===== config.mk =====
export PLATFORM = sky130hd
export DESIGN_NAME = booth_r4_seq_flat
export DESIGN_NICKNAME = d
export VERILOG_FILES = /design/src/rtl/booth_pkg.sv /design/src/rtl/booth_r4_seq_if.sv /design/src/rtl/booth_r4_enc.sv /design/src/rtl/booth_r4_seq.sv /design/src/flat_wrapper.sv
export SDC_FILE = /design/constraint.sdc
export NUM_CORES = 1
export LEC_CHECK = 0
export BUFFER_PORTS_ARGS = -buffer_cell sky130_fd_sc_hd__buf_4
export CAP_MARGIN = 20
export CORE_ASPECT_RATIO = 0.7
export CORE_MARGIN = 5
export CORE_UTILIZATION = 56
export DETAILED_ROUTE_END_ITERATION = 6
export PLACE_DENSITY = 0.79
export SLEW_MARGIN = 40
export SYNTH_ARGS = -nofsm -noshare
export SYNTH_HDL_FRONTEND = slang
export SYNTH_SLANG_ARGS = --single-unit

===== constraint.sdc =====
create_clock -name clk -period 3.5 [get_ports clk]
set_clock_uncertainty 0.05 [all_clocks]
set_input_delay 0.35 -clock clk [delete_from_list [all_inputs] [get_ports clk]]
set_output_delay 0.35 -clock clk [all_outputs]
set_load 0.1 [all_outputs]

===== src/rtl/booth_pkg.sv =====
// Shared types for the radix-4 Booth multipliers: FSM states, digit-select codes, digit count.
// Purely declarative; no latency or flow control of its own.
package booth_pkg;

    typedef enum logic [1:0] {
        IDLE,
        RUN,
        DONE
    } state_e;

    typedef enum logic [2:0] {
        ZERO,
        PM1,
        PM2,
        NM1,
        NM2
    } sel_e;

    localparam int W_DEF  = 8;
    localparam int DIGITS = W_DEF / 2;

    function automatic int digits(input int w);
        return w / 2;
    endfunction

endpackage


===== src/rtl/booth_r4_seq_if.sv =====
// Operand request / product result bundle for the sequential Booth multiplier.
// Request side uses start/ready; result side is a one-cycle valid pulse with no backpressure.
interface booth_r4_seq_if #(
    parameter int W = 8
);
    logic             start;
    logic [W-1:0]     a;
    logic [W-1:0]     b;
    logic             ready;
    logic             busy;
    logic             valid;
    logic [2*W-1:0]   p;

    modport master (
        output start, a, b,
        input  ready, busy, valid, p
    );

    modport slave (
        input  start, a, b,
        output ready, busy, valid, p
    );
endinterface


===== src/rtl/booth_r4_enc.sv =====
// Radix-4 Booth digit recoder: {b[i+1], b[i], b[i-1]} to a partial-product select code.
// Combinational, zero latency, no flow control.
module booth_r4_enc
    import booth_pkg::*;
(
    input  logic [2:0] digit_i,
    output sel_e       sel_o
);

    always_comb begin
        sel_o = ZERO;
        case (digit_i)
            3'b001, 3'b010: sel_o = PM1;
            3'b011:         sel_o = PM2;
            3'b100:         sel_o = NM2;
            3'b101, 3'b110: sel_o = NM1;
            default:        sel_o = ZERO;
        endcase
    end

endmodule


===== src/rtl/booth_r4_seq.sv =====
// Sequential signed radix-4 Booth multiplier, one digit per clock; result W/2 edges after acceptance.
// Takes a request only when ready (IDLE/DONE); starts during RUN are dropped, result is not backpressured.
module booth_r4_seq
    import booth_pkg::*;
#(
    parameter int W = 8
) (
    input  logic          clk,
    input  logic          rst,
    booth_r4_seq_if.slave bus
);

    localparam int DIG = digits(W);
    localparam int CW  = (DIG > 1) ? $clog2(DIG) : 1;
    localparam int HW  = W + 2;
    localparam int AW  = 2 * W + 3;

    state_e           state_q, state_d;
    logic [CW-1:0]    cnt_q, cnt_d;
    logic [AW-1:0]    acc_q, acc_d;
    logic [W-1:0]     m_q, m_d;
    logic [2*W-1:0]   p_q, p_d;
    logic             valid_q, valid_d;

    sel_e             sel;
    logic [HW-1:0]    m_ext;
    logic [HW-1:0]    pp;
    logic             neg;
    logic [HW-1:0]    hi_new;
    logic [AW-1:0]    shifted;
    logic             last;

    // Digit is taken from the two low multiplier bits plus the appended x bit.
    booth_r4_enc u_enc (
        .digit_i (acc_q[2:0]),
        .sel_o   (sel)
    );

    // Two guard bits in hi keep +/-2m from wrapping before the shift.
    always_comb begin
        m_ext = {{2{m_q[W-1]}}, m_q};
        pp    = '0;
        neg   = 1'b0;
        case (sel)
            PM1: pp = m_ext;
            PM2: pp = m_ext << 1;
            NM1: begin
                pp  = ~m_ext;
                neg = 1'b1;
            end
            NM2: begin
                pp  = ~(m_ext << 1);
                neg = 1'b1;
            end
            default: pp = '0;
        endcase
        hi_new  = acc_q[AW-1:W+1] + pp + HW'(neg);
        shifted = $signed({hi_new, acc_q[W:0]}) >>> 2;
    end

    assign last = (cnt_q == CW'(DIG - 1));

    always_comb begin
        state_d = state_q;
        cnt_d   = cnt_q;
        acc_d   = acc_q;
        m_d     = m_q;
        p_d     = p_q;
        valid_d = 1'b0;
        case (state_q)
            IDLE, DONE: begin
                if (bus.start) begin
                    state_d = RUN;
                    m_d     = bus.a;
                    acc_d   = {{HW{1'b0}}, bus.b, 1'b0};
                    cnt_d   = '0;
                end else begin
                    state_d = IDLE;
                end
            end
            RUN: begin
                acc_d = shifted;
                cnt_d = cnt_q + CW'(1);
                if (last) begin
                    state_d = DONE;
                    p_d     = shifted[2*W:1];
                    valid_d = 1'b1;
                end
            end
            default: state_d = IDLE;
        endcase
    end

    always_ff @(posedge clk) begin
        if (rst) begin
            state_q <= IDLE;
            cnt_q   <= '0;
            acc_q   <= '0;
            m_q     <= '0;
            p_q     <= '0;
            valid_q <= 1'b0;
        end else begin
            state_q <= state_d;
            cnt_q   <= cnt_d;
            acc_q   <= acc_d;
            m_q     <= m_d;
            p_q     <= p_d;
            valid_q <= valid_d;
        end
    end

    assign bus.ready = (state_q == IDLE) || (state_q == DONE);
    assign bus.busy  = (state_q == RUN);
    assign bus.valid = valid_q;
    assign bus.p     = p_q;

endmodule

===== src/flat_wrapper.sv =====
// flat-port wrapper written by rule: the top's interface ports become plain ports
module booth_r4_seq_flat import booth_pkg::*;
#(
    parameter int W = 8
)
  (clk, rst, bus_start, bus_a, bus_b, bus_ready, bus_busy, bus_valid, bus_p);
  booth_r4_seq_if #(.W(W)) bus_i ();
  input  logic clk;
  input  logic rst;
  input wire logic [$bits(bus_i.start)-1:0] bus_start;
  input wire logic [$bits(bus_i.a)-1:0] bus_a;
  input wire logic [$bits(bus_i.b)-1:0] bus_b;
  output wire logic [$bits(bus_i.ready)-1:0] bus_ready;
  output wire logic [$bits(bus_i.busy)-1:0] bus_busy;
  output wire logic [$bits(bus_i.valid)-1:0] bus_valid;
  output wire logic [$bits(bus_i.p)-1:0] bus_p;
  assign bus_i.start = bus_start;
  assign bus_i.a = bus_a;
  assign bus_i.b = bus_b;
  assign bus_ready = bus_i.ready;
  assign bus_busy = bus_i.busy;
  assign bus_valid = bus_i.valid;
  assign bus_p = bus_i.p;
  booth_r4_seq #(.W(W)) u_core (.clk(clk), .rst(rst), .bus(bus_i));
endmodule

=== Word level (Yosys, flattened, before mapping) ===
Index checks and enable logic that the tools add are counted.

* Logic and storage cells: 49
* Output and inout bits: 19
* Bits in registers: 48

* Bitwise gates (word level): 3
* Reduce and logical (&&, ||, !) cells: 11
* Eq/ne operators: 15
* Muxes and demuxes: 11
* $add $sub $neg: 3

{| class="wikitable"
|+ Operators by type and width
! kind !! number
|-
| $pmux W10 S4 || 1
|-
| $pmux W19 S2 || 1
|-
| $not A10 Y10 || 2
|-
| $mux W19 || 1
|-
| $eq A3 B2 Y1 const B || 4
|-
| $eq A3 B3 Y1 const B || 4
|-
| $pmux W3 S4 || 1
|-
| $add A10 B1 Y10 || 1
|-
| $add A10 B10 Y10 || 1
|-
| $reduce_or A2 Y1 || 5
|-
| $pmux W2 S2 || 2
|-
| $eq A3 B1 Y1 const B || 2
|-
| $reduce_and A2 Y1 || 3
|-
| $eq A2 B2 Y1 const B || 2
|-
| $mux W2 || 2
|-
| $mux W1 || 3
|-
| $add A2 B1 Y2 const B || 1
|-
| $eq A2 B1 Y1 const B || 1
|-
| $logic_not A2 Y1 || 1
|-
| $ne A2 B1 Y1 const B || 1
|-
| $ne A2 B2 Y1 const B || 1
|-
| $reduce_bool A2 Y1 || 1
|-
| $logic_or A1 B1 Y1 || 1
|-
| $not A1 Y1 || 1
|}

=== Longest topological paths before layout ===
Gate-level depths: netlist (run 1).

* Depth after elaboration: 8
* Gate-level depth with buffers: 10
* Depth with buffers taken out: 10

=== Hierarchy ===
From an unflattened synthesis (run 1), not the netlist that was laid out.

* Cell total of the unflattened synthesis: 299
* Area total of the unflattened synthesis: 2,429.8 um^2

{| class="wikitable"
|+ Modules (own cells, without submodules)
! module !! instances !! area each (um^2) !! cells each
|-
| booth_r4_seq || 1 || 2,396.0 || 295
|-
| booth_r4_enc || 1 || 33.8 || 4
|}

=== Worst setup path before layout (run 1) ===
OpenSTA, ideal clock, no wires.

* Path kind: reg2reg
* From: register u_core.acc_q[2]
* To: register u_core.p_q[14], in the netlist u_core.bus.p[14]
* Data arrival time: 2,507 ps
* Required time: 3,386 ps
* Setup slack: 880 ps
* Library setup time: 64 ps
* Cell stages (with the launch flop): 10
* Path buffers: 2
* Cells stage by stage: dfxtp_1 > buf_2 > buf_1 > a21oi_1 > fa_1 > fa_1 > nand3_1 > a21oi_1 > or4_1 > nand3_1

* Cells in the longest elaborated chain, start to end: 7
* Elaborated cells between the ends (all ways): 18
* Classes of those cells: 2 x add/sub; 10 x eq/ne; 3 x mux; 3 x reduce/logical

{| class="wikitable"
|+ Ends and longest elaborated chain
! what !! line !! RTL
|-
| from (decl) || booth_r4_seq.sv:20 || <nowiki>logic [AW-1:0] acc_q, acc_d;</nowiki>
|-
| from (signal assigned) || booth_r4_seq.sv:98 || <nowiki>acc_q <= '0;</nowiki>
|-
| from (signal assigned) || booth_r4_seq.sv:105 || <nowiki>acc_q <= acc_d;</nowiki>
|-
| $eq A3 B3 Y1 (tied with other cells) || booth_r4_enc.sv:12 || <nowiki>case (digit_i)</nowiki>
|-
| $reduce_or A2 Y1 || booth_r4_enc.sv:12 ||
|-
| $pmux W3 S4 (*) || booth_r4_enc.sv:12 ||
|-
| $eq A3 B3 Y1 (tied with other cells) || booth_r4_seq.sv:44 || <nowiki>case (sel)</nowiki>
|-
| $pmux W10 S4 or $reduce_or A2 Y1 (tied branches) || -- ||
|-
| $add A10 B10 Y10 or $mux W1 (tied branches) || booth_r4_seq.sv:57, booth_r4_seq.sv:44 ||
|-
| $add A10 B1 Y10 (*) || booth_r4_seq.sv:57 || <nowiki>hi_new = acc_q[AW-1:W+1] + pp + HW'(neg);</nowiki>
|-
| to (signal assigned) || booth_r4_seq.sv:107 || <nowiki>p_q <= p_d;</nowiki>
|-
| to (decl) || booth_r4_seq.sv:22 || <nowiki>logic [2*W-1:0] p_q, p_d;</nowiki>
|}

Mark *: on every way between the ends. The rest lies on a longest branch, timed or not.
A chain may end at the register's enable or synchronous reset.

=== Final worst setup path (run 1) ===
* From: register u_core.acc_q[2]
* To: register u_core.acc_q[13]

* Cells in the longest elaborated chain, start to end: 8
* Elaborated cells between the ends (all ways): 19
* Classes of those cells: 2 x add/sub; 10 x eq/ne; 4 x mux; 3 x reduce/logical

{| class="wikitable"
|+ Ends and longest elaborated chain
! what !! line !! RTL
|-
| $eq A3 B3 Y1 (tied with other cells) || booth_r4_enc.sv:12 ||
|-
| $reduce_or A2 Y1 || booth_r4_enc.sv:12 ||
|-
| $pmux W3 S4 (*) || booth_r4_enc.sv:12 ||
|-
| $eq A3 B3 Y1 (tied with other cells) || booth_r4_seq.sv:44 ||
|-
| $pmux W10 S4 or $reduce_or A2 Y1 (tied branches) || -- ||
|-
| $add A10 B10 Y10 or $mux W1 (tied branches) || booth_r4_seq.sv:57, booth_r4_seq.sv:44 ||
|-
| $add A10 B1 Y10 (*) || booth_r4_seq.sv:57 ||
|-
| $pmux W19 S2 (*) || booth_r4_seq.sv:70 || <nowiki>case (state_q)</nowiki>
|}

Marked as above.

==> summary.txt, run 1 <==
Global route
  • Vias in the first global route: 2139
  • Overall routing resource usage: about a fifth
  • Global-route wire length before repair: slightly above 9 mm
  • Initial antenna violation count: 0
  • Grt ovf: 0
  • Pin count of the biggest net entering global routing: 56

Power
  • Peak supply drop: between 0.2 and 0.3 mV
  • Lkg Pwr: 1.25 nW
  • Power Density: just over 400 nW/um^2

Timing
  • Least-Margin Pin Slew: 0.795 ns
  • Final Hold Fails: 0
  • Final setup vio count: 0
  • Slew Viols, Final: 0
  • Setup WS post-layout: 0.626 ns
  • Rel. slew slack: between 40% and 50%
  • Minimum clock period: 2.87 ns
  • Final Cycle Share: 82.1%
  • FMAX: roughly 0.35 GHz
  • RSZ-0062 raised after global routing: false
  • Final TNS setup: 0 ns

Yosys
  • Largest family of logic cells by synthesized area: simple AND/OR/NAND/NOR gates
  • Syn. warnings: 0
  • Synth area leaders: dfxtp_1 38%, nand2_1 8.5%, a21oi_1 5.6%
  • Number of synthesized flops with an enable pin: 0
  • Post-synthesis simple-gate area fraction: 26.7%
  • Avg Cell Area, Syn: 8.20 um^2
  • Async set or reset register ratio after synthesis: 0%
  • Synth Area in Compound Gates: 19.9%
  • Post-Synth Adder-Cell Area: under 10%
  • Post-synthesis register bit count: 46
  • Area share of the largest cell type after synthesis: between 30% and 40%
  • Seq/Total Area, Yosys: 38.5%
  • Library cells used by synthesis: 43
  • Xor-xnor portion of the synthesized cell area: 4.03%
  • Syn Nets: 322
  • Largest area contributor in the netlist: dfxtp_1
  • Mux cell area share after synthesis: 0.470%
  • Top_reg_cell synth: dfxtp_1
  • Netlist area before placement: 2390 um^2
  • Synthesized instance count: between 200 and 300

Final layout
  • Antenna Cells: 0
  • Area Overhead vs Synth: 15.3%
  • Most common cell after layout, fill and taps aside: nand2_1
  • Most frequent cells in the layout: 54 x nand2_1, 46 x dfxtp_1, 38 x buf_4
  • Fin area: 2760 um^2
  • Final #Nets: around 350
  • Share of cells above drive strength 1: 16.3%

Critical path
  • R2R Setup Slk: roughly 0.63 ns
  • CP most frequent cell: a21oi_1
  • Required @ worst endpoint: 3.69 ns
  • R2R depth: 7
  • CP Capture Type: register
  • Startpoint Class: register
  • Crit path cell chain: nor2_1 -> a221o_1 -> ha_1 -> a21oi_1 -> a21oi_1 -> or4_1 -> nand3_1
  • Reg-to-reg startpoint: u_core.acc_q[2]
  • Largest stage delay, worst path: roughly 0.67 ns
  • Worst path slowest cell: dfxtp_1
  • CP Class: reg2reg
  • CP max FO: 15
  • CP arrival: between 3 and 4 ns
  • CP startpoint: u_core.acc_q[2]
  • Reg2reg end: u_core.acc_q[13]

Floorplanning
  • Die area: 5700 um^2
  • Row Count: 19
  • Core area: 4020 um^2
  • I/O Pins: 38
  • Die height: between 60 and 70 um
  • Chip width: roughly 88 um
  • Initial Util: 59.6%

Clock tree
  • CTS resizes: 0
  • Root cell of the clock tree: clkbuf_8
  • CTS Sinks: 46
  • Hold_buf cts: 0
  • Total CTS buffers: 5
  • Clock Tree Buf Depth: 2
  • Reg clk slew, reported paths: approximately 0.09 ns
  • CTS HTree Levels: 2
  • Postcts setup bufs: 0
  • Clock Latency Late Sink: approximately 0.30 ns
  • CTS tree: done

Placed design
  • RD Place Congestion: 0.861
  • Worst Setup Slack post-DPL: 0.666 ns
  • Port bufs: 37
  • Hpwl dp: about 3.8 mm
  • Placed Instance Area: 2670 um^2

Hold path
  • Class of the worst hold path: in2reg
  • Min-delay src: bus_a[0]
  • Hold path depth: 3
  • Worst Hold End: u_core.m_q[0]

Drt
  • Via Count: between 2k and 2.5k
  • DR WL/cell: 14.4 um
  • Final WL: ~5.3 mm
  • Final ANT Viol Nets: 0
  • Initial drt markers: approximately 130
  • DR pass1 iterations: 4
  • DRC: 0
  • Vias/cell: 5.89

Flow run
  • MaxCap Viol Count: 0

Status
  • Outcome: finished clean
-- Yosys cell counts, types with 2 or more instances --
library cell  number
nand2_1           54
dfxtp_1           46
a21oi_1           27
nor2_1            27
clkbuf_1          10
xor2_1            10
ha_1               9
o21ai_0            9
a311oi_1           8
a221o_1            7
buf_2              7
nand3_1            7
inv_1              6
nand3b_1           6
nand4b_1           6
nor3_1             6
a21o_1             5
nand2b_1           4
or4_1              4
nor2b_1            3
a211o_1            2
a22oi_1            2
and2_1             2
fa_1               2
nand4_1            2
o21ai_1            2
o311ai_1           2
or3_1              2
-- area by class of cell --
class | instances | area [um^2]
clock buffer | 5 | 68.8
clock inverter | 3 | 23.8
fill | 352 | 1260
inverter | 6 | 22.5
multi-input combinational | 222 | 1370
sequential | 46 | 921
tap | 52 | 65.1
timing repair buffer | 38 | 285
-- per-layer routing --
layer / GRT usage, % / wire (um) / vias to the layer above
met5: 0 / 0 / -
met4: 6.79 / 61 / 0
met3: 4.30 / 239 / 7
met2: 32.2 / 2520 / 44
met1: 27.2 / 2520 / 1049
li1: - / - / 1090
-- worst max-delay path by stage --
stage	to	slack, ns	cells past startpoint
final	u_core.acc_q[13]	0.63	7
after global placement	u_core.bus.p[14]	0.74	7
after CTS	u_core.bus.p[14]	0.64	7
after detailed placement	u_core.bus.p[14]	0.67	7
after floorplan	u_core.bus.p[14]	0.88	9
after global routing	u_core.acc_q[17]	0.37	7
-- critical path, delay by kind of cell (launching register included) --
family | cells | cell delay [ns]
adders and majority gates | 1 | 0.34
AOI/OAI and AO/OA | 3 | 0.88
and+or+nand+nor | 3 | 0.87
DFF | 1 | 0.67
-- where the power goes --
part	internal [W]	switching [W]
clock	0.000143	0.000192
sequential	0.000546	0.0000262
combinational	0.0000880	0.000137
-- flip-flops by register name (all words and copies together), names as in the netlist --
register and cells:
u_core.bus.valid 1, u_core.bus.p 16, u_core.state_q 2, u_core.m_q 8, u_core.acc_q 17, u_core.cnt_q 2
-- cell families after synthesis --
kind of cell	Yosys count
mux	1
fa+ha+maj	11
buf+inv	24
xor+xnor	11
flops	46
simple gates	128
compound gates	71
-- metrics by stage --
stage | power (W) | cells | utilization, % | hold WS, ns
floorplan | 0.000748 | 292 | - | 0.391
global placement | 0.000801 | 364 | 66.4 | 0.394
detailed placement | 0.000807 | 364 | 66.4 | 0.397
CTS | 0.00114 | 372 | 68.7 | 0.236
global route | 0.00120 | 372 | 68.7 | 0.238
finish | 0.00113 | 372 | 68.7 | 0.239
(Power assumes the default switching activity.)
==> inputs of run 2 (changes only) <==
--- a/config.mk
+++ b/config.mk
@@ -9,9 +9,9 @@
 export CAP_MARGIN = 20
 export CORE_ASPECT_RATIO = 0.7
 export CORE_MARGIN = 5
-export CORE_UTILIZATION = 56
+export CORE_UTILIZATION = 51
 export DETAILED_ROUTE_END_ITERATION = 6
-export PLACE_DENSITY = 0.79
+export PLACE_DENSITY = 0.76
 export SLEW_MARGIN = 40
 export SYNTH_ARGS = -nofsm -noshare
 export SYNTH_HDL_FRONTEND = slang
==> constraint.sdc (replaced) <==
create_clock -name clk -period 2.3 [get_ports clk]
set_clock_uncertainty 0.05 [all_clocks]
set_input_delay 0.23 -clock clk [delete_from_list [all_inputs] [get_ports clk]]
set_output_delay 0.23 -clock clk [all_outputs]
set_load 0.1 [all_outputs]
==> run 2 against run 1 <==
The run now ends with setup timing left. Power up 64%. Global-route usage is 0.23 points lower. Worst setup slack worse by 0.75 ns. Largest cell class unchanged.
==> summary.txt, run 2 (same netlist as run 1, synthesis figures left out) <==
Timing
  • FMAX: 0.413 GHz
  • Final TNS setup: -0.826 ns
  • Minimum clock period: 2.42 ns
  • Slew Viols, Final: 0
  • Final hold slack: 0.115 ns
  • Least-Margin Pin Slew: 0.550 ns
  • Setup WS post-layout: -0.120 ns
  • Final Hold Fails: 0
  • RSZ-0062 raised after global routing: true
  • Final setup vio count: 11
  • Rel. slew slack: 63.3%
  • Final Cycle Share: 105%

Clock tree
  • Total CTS buffers: 5
  • CTS Sinks: 46
  • CTS HTree Levels: 2
  • Root cell of the clock tree: clkbuf_8
  • CTS tree: done
  • Clock Tree Buf Depth: 2
  • Hold_buf cts: 0
  • Reg clk slew, reported paths: 0.09 ns
  • Clock Latency Late Sink: 0.30 ns

Power
  • Lkg Pwr: 1.41 nW
  • Power Density: 586 nW/um^2
  • Switch Pwr: 0.000591 W
  • Peak supply drop: 0.389 mV
  • Sequential share of power: 46.7%
  • Switch share: a little under a third
  • Power Total: 0.00186 W
  • P_int: 0.00127 W
  • Comb power frac: 26.3%
  • Clock power share: 27.0%

Floorplanning
  • I/O Pins: 38
  • Die area: 6180 um^2
  • Die height: 67.3 um
  • Row Count: 20
  • Initial Util: between 50% and 60%
  • Core area: 4430 um^2
  • Chip width: 91.9 um

Final layout
  • Final #Nets: 375
  • Antenna Cells: 0
  • Max reg flops: 17
  • Most frequent cells in the layout: 62 x buf_4, 52 x nand2_1, 43 x dfxtp_1
  • Most common cell after layout, fill and taps aside: buf_4
  • Reg with most FFs: u_core.acc_q
  • Share of cells above drive strength 1: between 30% and 40%
  • Area Overhead vs Synth: 32.7%

Status
  • Violated checks: setup timing
  • Outcome: finished with violations

Drt
  • DRC: 0
  • DR WL/cell: 15.1 um
  • Final WL: a little over 6 mm
  • DR pass1 iterations: 4
  • Initial drt markers: approximately 120
  • Vias/cell: ~5.7
  • Via Count: 2294
  • Final ANT Viol Nets: 0

Critical path
  • CP startpoint: u_core.acc_q[1]
  • Startpoint Class: register
  • CP max FO: 4
  • R2R Setup Slk: -0.12 ns
  • CP arrival: 2.61 ns
  • CP Capture Type: register
  • Reg-to-reg startpoint: u_core.acc_q[1]
  • Required @ worst endpoint: 2.49 ns
  • CP Class: reg2reg

Global route
  • Initial antenna violation count: 0
  • Pin count of the biggest net entering global routing: 56
  • Vias in the first global route: 2180
  • Global-route wire length before repair: 9.96 mm
  • Grt ovf: 0
  • Overall routing resource usage: 20.0%

Flow run
  • MaxCap Viol Count: 0

Placed design
  • RD Place Congestion: 0.816
  • Hpwl dp: 4.08 mm
  • Port bufs: 37

Hold path
  • Min-delay src: bus_a[1]
  • Class of the worst hold path: in2reg
[run 2: changes by cell type in the layout (fill, tap and decap cells not counted), sizes merged]
cell / previous run / this run
clkinv: 0 / 2
clkinvlp: 2 / 0
buf: 38 / 64
[run 2: power groups by stage]
| stage | registers [W] | clock network (W) | logic, W |
|---|---|---|---|
| floorplan | 0.000878 | 0 | 0.000289 |
| global placement | 0.000884 | 0 | 0.000419 |
| detailed placement | 0.000884 | 0 | 0.000426 |
| CTS | 0.000868 | 0.000509 | 0.000451 |
| global route | 0.000876 | 0.000543 | 0.000532 |
| finish | 0.000869 | 0.000502 | 0.000489 |
[run 2: final cells by class]
| cell class | count | area, um^2 |
|---|---|---|
| Sequential cell | 46 | 930 |
| Multi-Input combinational cell | 222 | 1580 |
| Tap cell | 55 | 68.8 |
| Timing Repair Buffer | 64 | 488 |
| Clock inverter | 3 | 18.8 |
| Clock buffer | 5 | 68.8 |
| Fill cell | 342 | 1250 |
| Inverter | 6 | 22.5 |
[run 2: per-stage QoR]
| stage | cell area, um^2 | instances | worst slack (ns) | util [%] |
|---|---|---|---|---|
| 6_report | 3180 | 401 | -0.120 | 71.7 |
| 2_1_floorplan | 2470 | 292 | -0.0167 | - |
| 4_1_cts | 3090 | 399 | -0.106 | 69.7 |
| 3_5_place_dp | 2910 | 392 | -0.146 | 65.7 |
| 5_1_grt | 3180 | 401 | -0.227 | 71.7 |
| 3_3_place_gp | 2910 | 392 | -0.0909 | 65.7 |
[run 2: final timing paths]
path                      endpoint  depth (start not counted)
setup / recovery  u_core.acc_q[15]                         10
hold / removal       u_core.m_q[1]                          3
setup reg to reg  u_core.acc_q[15]                         10
hold reg to reg    u_core.bus.p[1]                          2
[run 2: per-layer routing]
metal | track usage (%) | wire length [um] | up-vias
met5 | 0 | 0 | -
met1 | 25.6 | 2870 | 1094
met4 | 7.59 | 76 | 0
li1 | - | - | 1142
met2 | 33.6 | 2900 | 49
met3 | 4.12 | 223 | 9
[run 2: critical path, cell delays in order (launching register included)]
cell and delay [ns]:
dfxtp_4 0.38, nor2_4 0.17, nor2b_4 0.06, o21ai_2 0.12
a21oi_2 0.05, fa_2 0.38, fa_2 0.38, nand3_4 0.12
a21oi_4 0.07, or4_4 0.47, nand3_1 0.09
[run 2: what timing repair did]
action	CTS	global route
buffers inserted	1	2
pin swaps	11	5
gates resized for setup	18	13
setup endpoints to repair	13	13
endpoints found under the hold margin	0	0
==> inputs of run 3 (changes only) <==
==> constraint.sdc (replaced) <==
create_clock -name clk -period 2.3 [get_ports clk]
set_clock_uncertainty 0.05 [all_clocks]
set_input_delay 0.46 -clock clk [delete_from_list [all_inputs] [get_ports clk]]
set_output_delay 0.46 -clock clk [all_outputs]
set_load 0.1 [all_outputs]
==> run 3 against run 2 <==
The flow still finishes with violations (setup timing). Utilization grew 0.28 points. Count of clock-buffer cells in the layout stayed put. Cell area rose by 0.39%.
==> summary.txt, run 3 (same netlist as run 1, synthesis figures left out) <==
Status
  • Outcome: finished with violations
  • Violated checks: setup timing

Global route
  • Vias in the first global route: ~2.2k
  • Pin count of the biggest net entering global routing: 56
  • Initial antenna violation count: 0
  • Global-route wire length before repair: 10.1 mm
  • Grt ovf: 0
  • Overall routing resource usage: 20.2%

Hold path
  • Class of the worst hold path: in2reg
  • Hold path depth: 3

Floorplanning
  • Core area: ~4400 um^2
  • Chip width: 91.9 um
  • Row Count: 20
  • Die area: 6180 um^2
  • I/O Pins: 38
  • Initial Util: 54.0%
  • Die height: around 67 um

Drt
  • Initial drt markers: 139
  • Final ANT Viol Nets: 0
  • DRC: 0
  • Final WL: 5.84 mm
  • Via Count: 2275
  • DR WL/cell: between 10 and 15 um
  • Vias/cell: 5.70
  • DR pass1 iterations: 4

Final layout
  • Most common cell after layout, fill and taps aside: buf_4
  • Most frequent cells in the layout: 60 x buf_4, 52 x nand2_1, 43 x dfxtp_1
  • Fill count: 337
  • Antenna Cells: 0
  • Area Overhead vs Synth: 33.2%
  • Final #Nets: 373
  • Share of cells above drive strength 1: 29.9%
  • Max reg flops: 17
  • Reg with most FFs: u_core.acc_q
  • Final Non-Filler Cells: 399

Power
  • Power Density: 623 nW/um^2
  • Peak supply drop: 0.351 mV
  • Lkg Pwr: 1.41 nW

Critical path
  • WP buf/inv: 0
  • CP most frequent cell: fa_2
  • CP Class: reg2reg
  • CP arrival: 2.61 ns
  • Stages on the worst setup path: 10
  • CP Capture Type: register
  • Worst path slowest cell: or4_1
  • Cell family with most CP delay: simple AND/OR/NAND/NOR gates
  • R2R depth: 10
  • Crit path cell chain: nor2_4 -> nor2b_4 -> o21ai_2 -> a21oi_2 -> fa_2 -> fa_2 -> nand3_4 -> a21oi_4 -> or4_1 -> nand3_1
  • Required @ worst endpoint: 2.50 ns
  • CP max FO: 4
  • Startpoint Class: register
  • Largest stage delay, worst path: 0.47 ns

Clock tree
  • Clock Tree Buf Depth: 2
  • Clock Latency Late Sink: 0.31 ns
  • CTS HTree Levels: 2
  • CTS Sinks: 46
  • Hold_buf cts: 0
  • Total CTS buffers: 5
  • CTS tree: done
  • Root cell of the clock tree: clkbuf_8
  • Reg clk slew, reported paths: roughly 0.09 ns

Timing
  • Minimum clock period: 2.41 ns
  • Setup WS post-layout: -0.107 ns
  • Final Cycle Share: 105%
  • Least-Margin Pin Slew: 0.549 ns
  • Final setup vio count: 10
  • Final Hold Fails: 0
  • Slew Viols, Final: 0
  • FMAX: 0.415 GHz
  • RSZ-0062 raised after global routing: true
  • Rel. slew slack: 63.3%

Placed design
  • RD Place Congestion: between 0.8 and 0.9
  • Port bufs: 37
  • Worst Setup Slack post-DPL: -0.136 ns
  • Cell total after placement: around 390
  • Hpwl dp: 3.98 mm

Flow run
  • MaxCap Viol Count: 0
[run 3: changes by cell type in the layout (fill, tap and decap cells not counted), sizes merged]
cell      change
buf           -2
bufinv        +1
clkinv        -2
clkinvlp      +1
[run 3: worst register-to-register path, stage by stage, from the launching register on]
cell and delay, ns:
dfxtp_4 0.39, nor2_4 0.19, nor2b_4 0.07, o21ai_2 0.12, a21oi_2 0.05, fa_2 0.35
fa_2 0.38, nand3_4 0.13, a21oi_4 0.08, or4_1 0.47, nand3_1 0.09
[run 3: worst paths after layout]
check | start | end | slack [ns]
min | bus_a[7] | u_core.m_q[7] | 0.35
max reg2reg | u_core.acc_q[1] | u_core.acc_q[15] | -0.11
max | u_core.acc_q[1] | u_core.acc_q[15] | -0.11
min reg2reg | u_core.bus.p[1] | u_core.bus.p[1] | 0.41
[run 3: stage by stage]
| step | utilization [%] | hold WS (ns) | instance area [um^2] | TNS [ns] | power, W |
|---|---|---|---|---|---|
| 2_1_floorplan | - | 0.391 | 2470 | -0.0541 | 0.00117 |
| 3_5_place_dp | 65.7 | 0.397 | 2910 | -1.16 | 0.00131 |
| 5_1_grt | 72.0 | 0.360 | 3190 | -1.98 | 0.00208 |
| 6_report | 72.0 | 0.346 | 3190 | -0.762 | 0.00199 |
| 4_1_cts | 70.8 | 0.337 | 3140 | -0.581 | 0.00197 |
| 3_3_place_gp | 65.7 | 0.395 | 2910 | -0.764 | 0.00130 |
[run 3: cell type report]
class / count / area, um^2 / share of cell area (%)
timing repair buffer: 62 / 473 / 14.8
inverter: 6 / 22.5 / 0.706
multi-input combinational: 222 / 1580 / 49.5
tap: 55 / 68.8 / 2.16
clock inverter: 3 / 48.8 / 1.53
sequential: 46 / 930 / 29.2
clock buffer: 5 / 68.8 / 2.16
[run 3: where the power goes]
group,switching [W],internal (W)
clock,0.000301,0.000331
sequential,0.0000390,0.000831
combinational,0.000259,0.000224
total,0.000599,0.00139
[run 3: what timing repair did]
action | CTS | global route
hold endpoints to repair | 0 | 0
setup endpoints to repair | 13 | 16
setup buffers | 1 | 0
gates cloned | 0 | 0
gates resized for setup | 19 | 10
pin swaps | 12 | 8
[run 3: layer usage]
metal	share of wire, %	vias to the layer above	wire [um]	track usage, %
met5	0	-	0	0
met4	0.87	0	51	7.04
met3	5.0	7	293	4.57
met2	47	53	2770	33.2
met1	47	1078	2730	26.4
li1	-	1137	-	-
